### src/rtl/primitive_assembly_ctrl.sv
// ---------------------------------------------------------------------------
// primitive_assembly_ctrl
//
// Turns the command stream retired by writeback into complete point, line or
// triangle primitives for the GPU stage. It tracks BEGIN/END framing, the
// current color and the number of vertices collected. A finished primitive is
// presented with its vertices and GSR word under a valid/stall handshake. One
// extra finished primitive can wait in the assembly slots (FULL state). While
// it waits, writeback is stalled.
//
// Ports
//   I_CLOCK           clock, all state updates on the rising edge
//   I_RESET_N         asynchronous active-low reset
//   I_Valid           command valid from writeback
//   I_Cmd             000 NOP, 001 BEGIN, 010 VERTEX, 011 COLOR, 100 END
//   I_PrimType        with BEGIN: 01 point, 10 line, 11 triangle
//   I_VertexData      vertex word carried by VERTEX
//   I_ColorData       color value carried by COLOR
//   I_GPUStallSignal  GPU stage cannot accept this cycle
//   O_Stall           command not accepted this cycle (combinational)
//   O_PrimValid       output primitive valid
//   O_VertexV1..V3    output vertices, unused slots forced to zero
//   O_GSRValue        {prim_type, color} captured at completion
//   O_PrimCount       primitives handed to the GPU, wraps
//   O_Error           one-cycle pulse after a protocol violation
// ---------------------------------------------------------------------------
module primitive_assembly_ctrl #(
   parameter int VERTEX_W = 30,
   parameter int COLOR_W  = 6,
   parameter int CNT_W    = 16
) (
   input  logic                  I_CLOCK,
   input  logic                  I_RESET_N,
   input  logic                  I_Valid,
   input  logic [2:0]            I_Cmd,
   input  logic [1:0]            I_PrimType,
   input  logic [VERTEX_W-1:0]   I_VertexData,
   input  logic [COLOR_W-1:0]    I_ColorData,
   input  logic                  I_GPUStallSignal,
   output logic                  O_Stall,
   output logic                  O_PrimValid,
   output logic [VERTEX_W-1:0]   O_VertexV1,
   output logic [VERTEX_W-1:0]   O_VertexV2,
   output logic [VERTEX_W-1:0]   O_VertexV3,
   output logic [COLOR_W+1:0]    O_GSRValue,
   output logic [CNT_W-1:0]      O_PrimCount,
   output logic                  O_Error
);

   localparam logic [2:0] CMD_BEGIN  = 3'b001;
   localparam logic [2:0] CMD_VERTEX = 3'b010;
   localparam logic [2:0] CMD_COLOR  = 3'b011;
   localparam logic [2:0] CMD_END    = 3'b100;

   typedef enum logic [1:0] {
      IDLE    = 2'd0,
      COLLECT = 2'd1,
      FULL    = 2'd2
   } state_t;

   state_t                state;
   logic [1:0]            prim_type;
   logic [COLOR_W-1:0]    color;
   logic [1:0]            vcnt;
   logic [VERTEX_W-1:0]   slot_v1;
   logic [VERTEX_W-1:0]   slot_v2;
   logic [VERTEX_W-1:0]   slot_v3;

   logic                  accept;
   logic                  drain;
   logic [1:0]            vcnt_inc;
   logic                  completing;
   logic                  load_direct;
   logic [VERTEX_W-1:0]   done_v1;
   logic [VERTEX_W-1:0]   done_v2;
   logic [VERTEX_W-1:0]   done_v3;

   // Slot idx (1..3) is used only when the primitive has at least idx
   // vertices; the type encoding equals the vertex count.
   function automatic logic [VERTEX_W-1:0] mask_slot(
      input logic [1:0]          ptype,
      input logic [1:0]          idx,
      input logic [VERTEX_W-1:0] v
   );
      return (ptype >= idx) ? v : '0;
   endfunction

   assign O_Stall  = (state == FULL);
   assign accept   = I_Valid && !O_Stall;
   assign drain    = O_PrimValid && !I_GPUStallSignal;
   assign vcnt_inc = vcnt + 2'd1;

   always_comb begin
      completing  = 1'b0;
      load_direct = 1'b0;
      if (accept && (state == COLLECT) && (I_Cmd == CMD_VERTEX) &&
          (vcnt_inc == prim_type)) begin
         completing = 1'b1;
      end
      // The output register is free now if empty or being drained this edge.
      if (completing && (!O_PrimValid || drain)) begin
         load_direct = 1'b1;
      end
      // Merge the arriving vertex into the slot it belongs to; stale slot
      // contents from an earlier primitive are masked off by type.
      done_v1 = mask_slot(prim_type, 2'd1, (vcnt == 2'd0) ? I_VertexData : slot_v1);
      done_v2 = mask_slot(prim_type, 2'd2, (vcnt == 2'd1) ? I_VertexData : slot_v2);
      done_v3 = mask_slot(prim_type, 2'd3, (vcnt == 2'd2) ? I_VertexData : slot_v3);
   end

   always_ff @(posedge I_CLOCK or negedge I_RESET_N) begin
      if (!I_RESET_N) begin
         state       <= IDLE;
         prim_type   <= '0;
         color       <= '0;
         vcnt        <= '0;
         slot_v1     <= '0;
         slot_v2     <= '0;
         slot_v3     <= '0;
         O_PrimValid <= 1'b0;
         O_VertexV1  <= '0;
         O_VertexV2  <= '0;
         O_VertexV3  <= '0;
         O_GSRValue  <= '0;
         O_PrimCount <= '0;
         O_Error     <= 1'b0;
      end else begin
         O_Error <= 1'b0;

         // A drain lowers valid; a reload later in this block overrides it.
         if (drain) begin
            O_PrimValid <= 1'b0;
            O_PrimCount <= O_PrimCount + 1'b1;
         end

         case (state)
            IDLE: begin
               if (accept) begin
                  case (I_Cmd)
                     CMD_BEGIN: begin
                        if (I_PrimType != 2'b00) begin
                           prim_type <= I_PrimType;
                           vcnt      <= '0;
                           state     <= COLLECT;
                        end else begin
                           O_Error <= 1'b1;
                        end
                     end
                     CMD_VERTEX, CMD_END: O_Error <= 1'b1;
                     CMD_COLOR:           color   <= I_ColorData;
                     default: ;
                  endcase
               end
            end

            COLLECT: begin
               if (accept) begin
                  case (I_Cmd)
                     CMD_VERTEX: begin
                        if (completing) begin
                           vcnt <= '0;
                           if (load_direct) begin
                              O_VertexV1  <= done_v1;
                              O_VertexV2  <= done_v2;
                              O_VertexV3  <= done_v3;
                              O_GSRValue  <= {prim_type, color};
                              O_PrimValid <= 1'b1;
                           end else begin
                              // Park the finished primitive until the output
                              // register frees up.
                              slot_v1 <= done_v1;
                              slot_v2 <= done_v2;
                              slot_v3 <= done_v3;
                              state   <= FULL;
                           end
                        end else begin
                           case (vcnt)
                              2'd0:    slot_v1 <= I_VertexData;
                              2'd1:    slot_v2 <= I_VertexData;
                              default: slot_v3 <= I_VertexData;
                           endcase
                           vcnt <= vcnt_inc;
                        end
                     end
                     CMD_COLOR: color <= I_ColorData;
                     CMD_END: begin
                        if (vcnt != 2'd0) begin
                           O_Error <= 1'b1;
                        end
                        vcnt  <= '0;
                        state <= IDLE;
                     end
                     CMD_BEGIN: begin
                        O_Error <= 1'b1;
                        vcnt    <= '0;
                        if (I_PrimType != 2'b00) begin
                           prim_type <= I_PrimType;
                        end else begin
                           state <= IDLE;
                        end
                     end
                     default: ;
                  endcase
               end
            end

            FULL: begin
               // Type and color cannot change while stalled, so the GSR built
               // here matches the values at completion.
               if (drain) begin
                  O_VertexV1  <= slot_v1;
                  O_VertexV2  <= slot_v2;
                  O_VertexV3  <= slot_v3;
                  O_GSRValue  <= {prim_type, color};
                  O_PrimValid <= 1'b1;
                  vcnt        <= '0;
                  state       <= COLLECT;
               end
            end

            default: state <= IDLE;
         endcase
      end
   end

endmodule

### config.mk
export PLATFORM = sky130hd
export DESIGN_NAME = primitive_assembly_ctrl
export DESIGN_NICKNAME = d
export VERILOG_FILES = /design/src/rtl/primitive_assembly_ctrl.sv
export SDC_FILE = /design/constraint.sdc
export NUM_CORES = 1
export LEC_CHECK = 0
export BUFFER_PORTS_ARGS = -buffer_cell sky130_fd_sc_hd__buf_2
export CAP_MARGIN = 0
export CORE_UTILIZATION = 33
export DETAILED_ROUTE_END_ITERATION = 16
export PLACE_DENSITY = 0.57
export REMOVE_ABC_BUFFERS = 1
export SLEW_MARGIN = 20
export SYNTH_ARGS = -nofsm -noshare
export SYNTH_HDL_FRONTEND = slang
export SYNTH_SLANG_ARGS = --single-unit
### constraint.sdc
create_clock -name I_CLOCK -period 3.1 [get_ports I_CLOCK]
set_input_delay 0.465 -clock I_CLOCK [delete_from_list [all_inputs] [get_ports I_CLOCK]]
set_output_delay 0.465 -clock I_CLOCK [all_outputs]
set_load 0.05 [all_outputs]
==> flow_metrics.py <==
metrics = {
    "drt": {
        "remaining_drc_errors": 0,
        "detail_route.vias_per_cell": 5.570,
        "dr.pass1.iters": 5,
        "dr.first_iter.drc_count": 492,
        "drt-wirelength-per-cell_um": 21.34,
        "antenna_violating_nets_post_route": 0,
        "route.final.wire_length_um": 28510,
        "route.vias.total": 7441,
    },
    "layout": {
        "multi_input_area_mm2": 0.003761,
        "n_fill_cell": 2709,
        "seqCellArea_mm2": 0.005456,
        "antenna_cells_inserted": 0,
        "area_growth_syn_to_fin_pct": 22.62,
        "finished_layout_cell_area_mm2": 0.01171,
        "layout-drive-gt1-share_pct": 27.04,
        "final_cell_count_no_fill": 1336,
        "fin_nets": 998,
    },
    "floorplanning": {
        "core_area_mm2": 0.02809,
        "die_outline_area_mm2": 0.02961,
        "start_util_pct": 33.99,
        "design.portCount": 162,
        "rows": 61,
        "die_height_um": 172.1,
        "die_x_um": 172.1,
    },
    "placed_design": {
        "gp_routability_congestion": 0.8384,
        "numPlacedInstances": 1294,
        "port_buffers": 161,
        "dp_hpwl_um": 16880,
        "placement.cell_area_mm2": 0.01093,
    },
    "logic_synthesis": {
        "synthCells": 802,
        "synthMostInstantiatedCell": "dfrtp_1",
        "yosysSeqAreaShare_pct": 57.15,
        "async_reset_ff_share_pct": 100.0,
        "postSynthAreaPerCell_um2": 11.90,
        "yosysTopAreaCell": "dfrtp_1",
        "yosysWarningCount": 0,
        "syn-cell-area_mm2": 0.009545,
        "synthDominantCellAreaShare_pct": 57.15,
        "ys_seq_elements": 218,
        "ys_types": 40,
        "synth_edf_count": 0,
        "synth_top_flop_cell": "dfrtp_1",
        "most_area_consuming_cells_after_synthesis": "dfrtp_1 (57%), a221oi_1 (8.3%), a22o_1 (8.3%), a2bb2oi_1 (8.3%), clkbuf_1 (2.6%)",
        "post_synth_most_frequent_cells": "dfrtp_1 (218), a221oi_1 (90), a22o_1 (90), a2bb2oi_1 (90), clkbuf_1 (66)",
    },
    "timing": {
        "hold_viol": 0,
        "fin_crit_sh_pct": 87.73,
        "clock-skew-final_ns": 0.01889,
        "worst_hold_slack_ns": 0.1744,
        "fin_crit_ns": 2.720,
        "finalSetupTns_ns": 0,
        "number_of_pins_with_negative_max_slew_slack_in_the_final_report": 0,
        "max_slew_margin_pct": 27.13,
        "tightest_slew_ns": 1.089,
        "rsz0062_at_grt": "no",
        "report.final.setup_viol": 0,
        "max_freq_mhz": 367.7,
    },
    "cts": {
        "tritoncts": "done",
        "clock_tree.root_cell": "clkbuf_16",
        "worst_skew_pair.late_latency_ns": 0.52,
        "cts_repair_resize_count": 0,
        "clkSinkCount": 218,
        "clockBufferDepth": 3,
        "post_cts_buffers": 0,
        "tritoncts.num_buffers": 25,
        "cts-htree-levels": 1,
        "cts.reportedPaths.clkPinSlew_ns": 0.06,
    },
    "setup_path": {
        "timing.critical_path.to": "O_VertexV1[16]",
        "timing.critical_path.arrival_ns": 3.15,
        "crit_cells": 8,
        "worst_path_largest_cell_delay_ns": 0.52,
        "setup.worst_path.class": "flop to flop",
        "kind_of_cell_adding_the_most_delay_to_the_critical_path": "buffers and inverters",
        "cp_num_buf_inv": 4,
        "max_fanout_on_critical_path": 48,
        "setup.reg_to_reg.worst_slack_ns": 0.38,
        "critical_path_required_ns": 3.53,
        "setup.worst_path.start_class": "flop",
        "critical_path.slowest_cell": "buf_4",
        "reg2reg_depth": 8,
        "reg2reg_to": "O_VertexV1[16]",
        "timing.critical_path.cells": "inv_1 > ha_2 > buf_4 > inv_1 > o21ai_4 > buf_4 > a221oi_1 > a2bb2oi_1",
        "r2r-start": "state[0]",
        "critical_path.startpoint": "state[0]",
        "timing.critical_path.to_type": "flop",
    },
    "grt": {
        "grt_start_max_net_pins": 91,
        "number_of_global_route_vias_before_repair": 7645,
        "wire_length_of_the_first_global_routing_pass_um": 44770,
        "antenna_found_initial": 0,
        "grt.overflow.total": 0,
        "grtUsageTotal_pct": 19.45,
    },
    "power": {
        "peakVddDrop_v": 0.0006620,
        "total_power_divided_by_cell_area_mw_per_mm2": 1402,
        "cellLeakagePower_nw": 5.341,
        "power_mw": 16.41,
    },
    "outcome": {
        "result_of_the_run": "completed",
    },
    "min_path": {
        "class_of_the_tightest_hold_or_removal_check": "input port to flop",
    },
    "flow_run": {
        "cap_violations": 0,
    },
}
[worst reg2reg max path, stage by stage, from the launching register on]
cell and delay, ns:
dfrtp_1 0.41, inv_1 0.12, ha_2 0.23, buf_4 0.46, inv_1 0.28, o21ai_4 0.26, buf_4 0.52, a221oi_1 0.16
a2bb2oi_1 0.20
[how the worst min path moves through the flow]
stage,startpoint,to,slack (ns),cells after the start
3_5_place_dp,O_PrimCount[15],O_PrimCount[15],0.48,1
3_3_place_gp,O_PrimCount[15],O_PrimCount[15],0.46,1
4_1_cts,I_ColorData[4],color[4],0.16,2
2_1_floorplan,I_RESET_N,O_Error,0.17,0
6_report,I_ColorData[4],color[4],0.17,2
5_1_grt,I_ColorData[3],color[3],0.17,2
[layout make-up]
type	count	share of cell area, %
clock buffers	36	6.040
clock inverters	5	0.4703
inverters	37	1.187
multi-input cells	470	32.13
flip-flops and latches	218	46.62
well taps	378	4.041
repair buffers	192	9.514
[kinds of logic (layout without fill, tap and decap cells)]
group / Yosys count / in the layout / synth area share (%)
multiplexers: 19 / 19 / 2.202
AO/OA/AOI/OAI: 324 / 324 / 28.13
buffers and inverters: 114 / 270 / 4.706
flip-flops: 218 / 218 / 57.15
adder cells (fa/ha/maj): 9 / 9 / 1.180
AND/OR/NAND/NOR: 99 / 99 / 4.889
XOR/XNOR: 19 / 19 / 1.743
[sequential cells by signal (all words and copies together), names as in the netlist, 6 cells and up]
| name | count |
|---|---|
| O_PrimCount | 16 |
| O_VertexV3 | 30 |
| slot_v3 | 30 |
| O_VertexV2 | 30 |
| slot_v1 | 30 |
| O_VertexV1 | 30 |
| O_GSRValue | 8 |
| slot_v2 | 30 |
| color | 6 |
[through the flow]
stage	setup WS, ns	util [%]
after floorplan	-5.851	-
after global placement	0.4097	38.90
after detailed placement	0.3737	38.93
after CTS	0.3767	41.67
after global routing	0.1840	41.67
final	0.3804	41.67
[power breakdown]
part | internal [mW] | switching [mW] | leakage, nW
clock network | 1.65 | 1.16 | 0.367
registers | 4.09 | 0.754 | 2.79
logic | 3.03 | 5.74 | 2.18
total | 8.77 | 7.65 | 5.34
[timing repair]
action	CTS	global route
hold buffers	1	0
hold endpoints to repair	52	0
setup endpoints to repair	0	0
[cell usage in the layout, fill, tap and decap left out, types with 6 or more instances in the layout]
master and n:
buf_4 25, o21ai_4 6, inv_1 37, o21ai_0 33, nor2_1 14, nand2_1 45
nand3_1 8, mux2_2 16, a221oi_1 90, a22o_1 90, clkbuf_1 7, nor3_1 8
xnor2_1 15, ha_1 7, a2bb2oi_1 90, dfrtp_1 217, clkbuf_16 25, buf_2 160
[metal layers]
layer	vias to the layer above	GRT usage (%)	part of all wire, %
met4	0	5.271	1.8
li1	3379	-	-
met2	224	30.75	46
met1	3796	27.48	47
met5	-	0	0
met3	42	3.227	5.7
Note: power is estimated with default switching activity, not from simulation.
